--- config.mk ---
export PLATFORM = sky130hd
export DESIGN_NAME = bin_to_bcd_seq_flat
export DESIGN_NICKNAME = d
export VERILOG_FILES = /design/src/rtl/bin_to_bcd_seq_if.sv /design/src/rtl/bin_to_bcd_seq.sv /design/src/flat_wrapper.sv
export SDC_FILE = /design/constraint.sdc
export NUM_CORES = 1
export LEC_CHECK = 0
export CAP_MARGIN = 30
export CORE_ASPECT_RATIO = 0.75
export CORE_MARGIN = 1
export CORE_UTILIZATION = 50
export DETAILED_ROUTE_END_ITERATION = 8
export GPL_TIMING_DRIVEN = 0
export PLACE_DENSITY = 0.73
export SLEW_MARGIN = 20
export SYNTH_ARGS = -nofsm -noshare
export SYNTH_HDL_FRONTEND = slang
export SYNTH_SLANG_ARGS = --single-unit
--- constraint.sdc ---
create_clock -name clk_50MHz_i -period 2.2 [get_ports clk_50MHz_i]
set_input_delay 0.55 -clock clk_50MHz_i [delete_from_list [all_inputs] [get_ports clk_50MHz_i]]
set_output_delay 0.55 -clock clk_50MHz_i [all_outputs]
set_load 0.01 [all_outputs]
--- src/rtl/bin_to_bcd_seq_if.sv ---
// Handshake and digit bundle between a binary source, bin_to_bcd_seq and the
// 4-digit 7-segment display (thousands->Ain, hundreds->Bin, tens->Cin, ones->Din).
interface bin_to_bcd_seq_if #(
  parameter int unsigned IN_WIDTH = 14
);
  logic                start_i;
  logic [IN_WIDTH-1:0] bin_i;
  logic                busy_o;
  logic                done_o;
  logic                ovf_o;
  logic [3:0]          thousands_o;
  logic [3:0]          hundreds_o;
  logic [3:0]          tens_o;
  logic [3:0]          ones_o;

  modport master (
    output start_i, bin_i,
    input  busy_o, done_o, ovf_o, thousands_o, hundreds_o, tens_o, ones_o
  );

  modport slave (
    input  start_i, bin_i,
    output busy_o, done_o, ovf_o, thousands_o, hundreds_o, tens_o, ones_o
  );
endinterface

--- src/rtl/bin_to_bcd_seq.sv ---
// Sequential shift-and-add-3 binary-to-BCD converter, one bit per clock.
// Inputs above 9999 saturate to 9999 and raise ovf_o; digits only change on completion.
module bin_to_bcd_seq #(
  parameter int unsigned IN_WIDTH = 14
) (
  input logic             clk_50MHz_i,
  input logic             rst_sync_ha_i,
  bin_to_bcd_seq_if.slave bus
);

  localparam int unsigned         MAX_BCD = 9999;
  localparam int unsigned         CNT_W   = $clog2(IN_WIDTH + 1);
  localparam logic [IN_WIDTH-1:0] SAT_VAL = IN_WIDTH'(MAX_BCD);
  localparam logic [CNT_W-1:0]    LAST    = CNT_W'(IN_WIDTH - 1);

  typedef enum logic {
    IDLE,
    SHIFT
  } state_t;

  state_t              state_q, state_d;
  logic [IN_WIDTH-1:0] operand_q, operand_d;
  logic [15:0]         scratch_q, scratch_d;
  logic [CNT_W-1:0]    count_q, count_d;
  logic                ovf_flag_q, ovf_flag_d;
  logic [15:0]         digits_q, digits_d;
  logic                ovf_q, ovf_d;
  logic                done_q, done_d;
  logic [15:0]         adj;
  logic                over_max;

  // Constant-false when IN_WIDTH < 14, so saturation folds away.
  always_comb over_max = 32'(bus.bin_i) > MAX_BCD;

  always_comb begin
    adj = scratch_q;
    for (int unsigned i = 0; i < 4; i++) begin
      if (scratch_q[4*i +: 4] >= 4'd5) adj[4*i +: 4] = scratch_q[4*i +: 4] + 4'd3;
    end
  end

  always_comb begin
    state_d    = state_q;
    operand_d  = operand_q;
    scratch_d  = scratch_q;
    count_d    = count_q;
    ovf_flag_d = ovf_flag_q;
    digits_d   = digits_q;
    ovf_d      = ovf_q;
    done_d     = 1'b0;
    case (state_q)
      IDLE: begin
        if (bus.start_i) begin
          operand_d  = over_max ? SAT_VAL : bus.bin_i;
          ovf_flag_d = over_max;
          scratch_d  = '0;
          count_d    = '0;
          state_d    = SHIFT;
        end
      end
      SHIFT: begin
        // Operand MSB enters the scratch LSB; adj[15] is always 0 since scratch <= 9999.
        {scratch_d, operand_d} = {adj, operand_q} << 1;
        count_d                = count_q + CNT_W'(1);
        if (count_q == LAST) begin
          digits_d = scratch_d;
          ovf_d    = ovf_flag_q;
          done_d   = 1'b1;
          state_d  = IDLE;
        end
      end
      default: state_d = IDLE;
    endcase
  end

  always_ff @(posedge clk_50MHz_i) begin
    if (rst_sync_ha_i) begin
      state_q    <= IDLE;
      operand_q  <= '0;
      scratch_q  <= '0;
      count_q    <= '0;
      ovf_flag_q <= 1'b0;
      digits_q   <= '0;
      ovf_q      <= 1'b0;
      done_q     <= 1'b0;
    end else begin
      state_q    <= state_d;
      operand_q  <= operand_d;
      scratch_q  <= scratch_d;
      count_q    <= count_d;
      ovf_flag_q <= ovf_flag_d;
      digits_q   <= digits_d;
      ovf_q      <= ovf_d;
      done_q     <= done_d;
    end
  end

  assign bus.busy_o      = (state_q == SHIFT);
  assign bus.done_o      = done_q;
  assign bus.ovf_o       = ovf_q;
  assign bus.thousands_o = digits_q[15:12];
  assign bus.hundreds_o  = digits_q[11:8];
  assign bus.tens_o      = digits_q[7:4];
  assign bus.ones_o      = digits_q[3:0];

endmodule

--- src/flat_wrapper.sv ---
// flat-port wrapper written by rule: the top's interface ports become plain ports
module bin_to_bcd_seq_flat 
#(
  parameter int unsigned IN_WIDTH = 14
)
  (clk_50MHz_i, rst_sync_ha_i, bus_start_i, bus_bin_i, bus_busy_o, bus_done_o, bus_ovf_o, bus_thousands_o, bus_hundreds_o, bus_tens_o, bus_ones_o);
  bin_to_bcd_seq_if #(.IN_WIDTH(IN_WIDTH)) bus_i ();
  input logic clk_50MHz_i;
  input logic rst_sync_ha_i;
  input wire logic [$bits(bus_i.start_i)-1:0] bus_start_i;
  input wire logic [$bits(bus_i.bin_i)-1:0] bus_bin_i;
  output wire logic [$bits(bus_i.busy_o)-1:0] bus_busy_o;
  output wire logic [$bits(bus_i.done_o)-1:0] bus_done_o;
  output wire logic [$bits(bus_i.ovf_o)-1:0] bus_ovf_o;
  output wire logic [$bits(bus_i.thousands_o)-1:0] bus_thousands_o;
  output wire logic [$bits(bus_i.hundreds_o)-1:0] bus_hundreds_o;
  output wire logic [$bits(bus_i.tens_o)-1:0] bus_tens_o;
  output wire logic [$bits(bus_i.ones_o)-1:0] bus_ones_o;
  assign bus_i.start_i = bus_start_i;
  assign bus_i.bin_i = bus_bin_i;
  assign bus_busy_o = bus_i.busy_o;
  assign bus_done_o = bus_i.done_o;
  assign bus_ovf_o = bus_i.ovf_o;
  assign bus_thousands_o = bus_i.thousands_o;
  assign bus_hundreds_o = bus_i.hundreds_o;
  assign bus_tens_o = bus_i.tens_o;
  assign bus_ones_o = bus_i.ones_o;
  bin_to_bcd_seq #(.IN_WIDTH(IN_WIDTH)) u_core (.clk_50MHz_i(clk_50MHz_i), .rst_sync_ha_i(rst_sync_ha_i), .bus(bus_i));
endmodule
==> flow_summary.json, run 1 <==
{
  "initial_utilization_pct": 54.10,
  "cp.arrival_ps": 2090,
  "cts_resized": 0,
  "hpwl_um": 4213,
  "cts_buffer_depth": 2,
  "worstHoldPathCells": 2,
  "hold_class": "reg -> reg",
  "drv_cap": 0,
  "end_kind": "register",
  "synthesis.area_sq_mm": 0.002516,
  "vias": 2195,
  "run_status": "completed",
  "io_pins": 36,
  "syn_to_final_growth_pct": 22.03,
  "regArea_sq_mm": 0.001081,
  "grt_pass1_wl_um": 10060,
  "synth.net_count": 323,
  "hold_viol": 0,
  "root_buffer": "clkbuf_8",
  "drtIter0Drc": 135,
  "yosys_warnings": 0,
  "clock.fmax_mhz": 525.0,
  "die_area_sq_mm": 0.005323,
  "fill_cells": 398,
  "p_total_w": 0.001997,
  "antenna_found_initial": 0,
  "ys_seq_elements": 54,
  "start_kind": "input port",
  "vdd_drop_max_v": 0.0004498,
  "clock_latency_ps": 310,
  "worstPathRequired_ps": 2390,
  "ys_seq_area_share_pct": 42.96,
  "grt_start_max_net_pins": 17,
  "chipWidth_um": 83.92,
  "postCtsHoldBufs": 0,
  "nNetsFinal": 364,
  "multi_input_area_sq_mm": 0.001311,
  "wl_per_cell_um": 15.01,
  "setup_violations": 0,
  "synthCells": 296,
  "synth_area_per_cell_sq_um": 8.501,
  "track_usage_pct": 23.96,
  "instances_no_fill": 395,
  "power_per_cell_area_mw_per_mm2": 650.4,
  "rows": 21,
  "rsz0062_at_grt": "no",
  "cts_tree": "yes",
  "min_period_over_period_pct": 86.58,
  "power.leakage_nw": 1.093,
  "drt_pass1_iterations": 4,
  "path_class": "in -> reg",
  "final_max_slew_viol_count": 0,
  "place_inst": 387,
  "ff2ff_path_depth": 6,
  "numCtsBuffers": 5,
  "hold_slack_ps": 463.1,
  "skew_ps": 9.919,
  "avgViaCountPerCell": 5.557,
  "yosysUniqueCellTypes": 32,
  "ctsHtreeMaxLevel": 2,
  "die_h_um": 63.44,
  "layout_commonest_cell": "dfxtp_1",
  "postRouteWirelength_um": 5928,
  "clock-sinks": 54,
  "tns_ps": 0,
  "grt_pass1_vias": 2084,
  "rrSetupSlack_ps": 530,
  "antennaDiodeCount": 0,
  "gp_congestion": 0.8766,
  "maxSlewHeadroom_pct": 61.69,
  "path_max_fanout": 10,
  "drive_above_1_share_pct": 6.805,
  "cts_setup_buffers": 0,
  "io_buffer_count": 34,
  "final_cell_mix": "dfxtp_1 (54), clkdlybuf4s50_1 (34), a21oi_1 (33), o21ai_0 (33), nor2_1 (27)",
  "core_sq_mm": 0.004651,
  "fin_crit_ps": 1905,
  "drc": 0,
  "clk_pin_slew_worst_paths_ps": 90,
  "worst_pin_slew_ps": 574.6,
  "drtAntennaViolNets": 0,
  "overflow": 0
}
final cells by class:
| type | count | share of cell area (%) |
|---|---|---|
| Buffer | 18 | 2.812 |
| Clock buffer | 6 | 2.689 |
| Clock inverter | 2 | 1.956 |
| Inverter | 10 | 1.222 |
| Multi-Input combinational cell | 214 | 42.71 |
| Sequential cell | 54 | 35.21 |
| Tap cell | 57 | 2.323 |
| Timing Repair Buffer | 34 | 11.08 |
worst max-delay path: stages:
cell	delay (ps)
clkdlybuf4s50_1	550
clkbuf_1	320
clkbuf_1	420
nand3b_1	170
o21ai_0	90
power by group:
part / switching, W / total (W) / internal (W)
Combinational: 0.0000920 / 0.000167 / 0.0000753
Clock: 0.000327 / 0.000812 / 0.000485
Sequential: 0.0000165 / 0.00102 / 0.00100
Total: 0.000435 / 0.00200 / 0.00156
cell families after synthesis:
family / count (synthesis) / synth area share [%]
adder cells (fa/ha/maj): 10 / 4.973
multiplexers: 12 / 4.923
flip-flops: 54 / 42.96
XOR/XNOR: 4 / 1.392
AND/OR/NAND/NOR: 105 / 21.83
buffers and inverters: 28 / 4.923
AO/OA/AOI/OAI: 83 / 19.00
layer usage:
metal  GRT usage (%)  part of all wire (%)
met5               0                     0
met4           4.526                  0.62
met3           4.325                   5.9
met2           37.60                    43
met1           34.61                    50
synth_stat cells (all sizes together):
cell type   n  area share (%)
buf        11             2.4
nand3b     11             3.3
a41oi       1            0.35
nor4        1            0.25
a22o        1            0.35
nor2       27             4.0
a211oi      3            0.90
nand3       8             1.6
nand2b     10             2.5
o2bb2ai     4             1.4
dfxtp      54              43
inv        10             1.5
nor3        4            0.80
and4        1            0.35
or4         4             1.2
nor2b       2            0.50
xnor2       4             1.4
a311oi      4             1.4
o21ai      33             6.6
nor3b      11             3.3
a311o       1            0.40
o221a       1            0.45
mux2        3             1.3
a21o        1            0.30
ha         10             5.0
clkbuf      7             1.0
o31a        1            0.35
a21oi      33             6.6
mux2i       9             3.6
nand2      24             3.6
nand4       2            0.50
per-stage QoR:
step	util, %	setup slack (ps)	instance area [sq um]
2_1_floorplan	-	747.2	2516
3_3_place_gp	62.95	23.31	2928
3_5_place_dp	62.95	8.199	2928
4_1_cts	66.02	318.0	3070
5_1_grt	66.02	172.7	3070
6_report	66.02	295.3	3070
final timing paths:
check | start | end
setup / recovery | rst_sync_ha_i | u_core.digits_q[1]
setup reg to reg | u_core.scratch_q[0] | u_core.digits_q[2]
hold / removal | u_core.digits_q[0] | u_core.digits_q[0]
hold reg to reg | u_core.digits_q[0] | u_core.digits_q[0]
flip-flops by register name, summed over array words and instances, names as in the netlist:
signal and flops:
u_core.bus.busy_o 1, u_core.bus.done_o 1, u_core.bus.ovf_o 1, u_core.count_q 4, u_core.digits_q 16, u_core.operand_q 14
u_core.ovf_flag_q 1, u_core.scratch_q 16
No activity file was read; power rests on OpenSTA's default activity.
==> inputs of run 2 (changes only) <==
Settings changed: ABC_CLOCK_PERIOD_IN_PS set to 2200.
==> results of run 2 <==
Same layout as run 1: the final DEF is identical, and so are final timing and power.
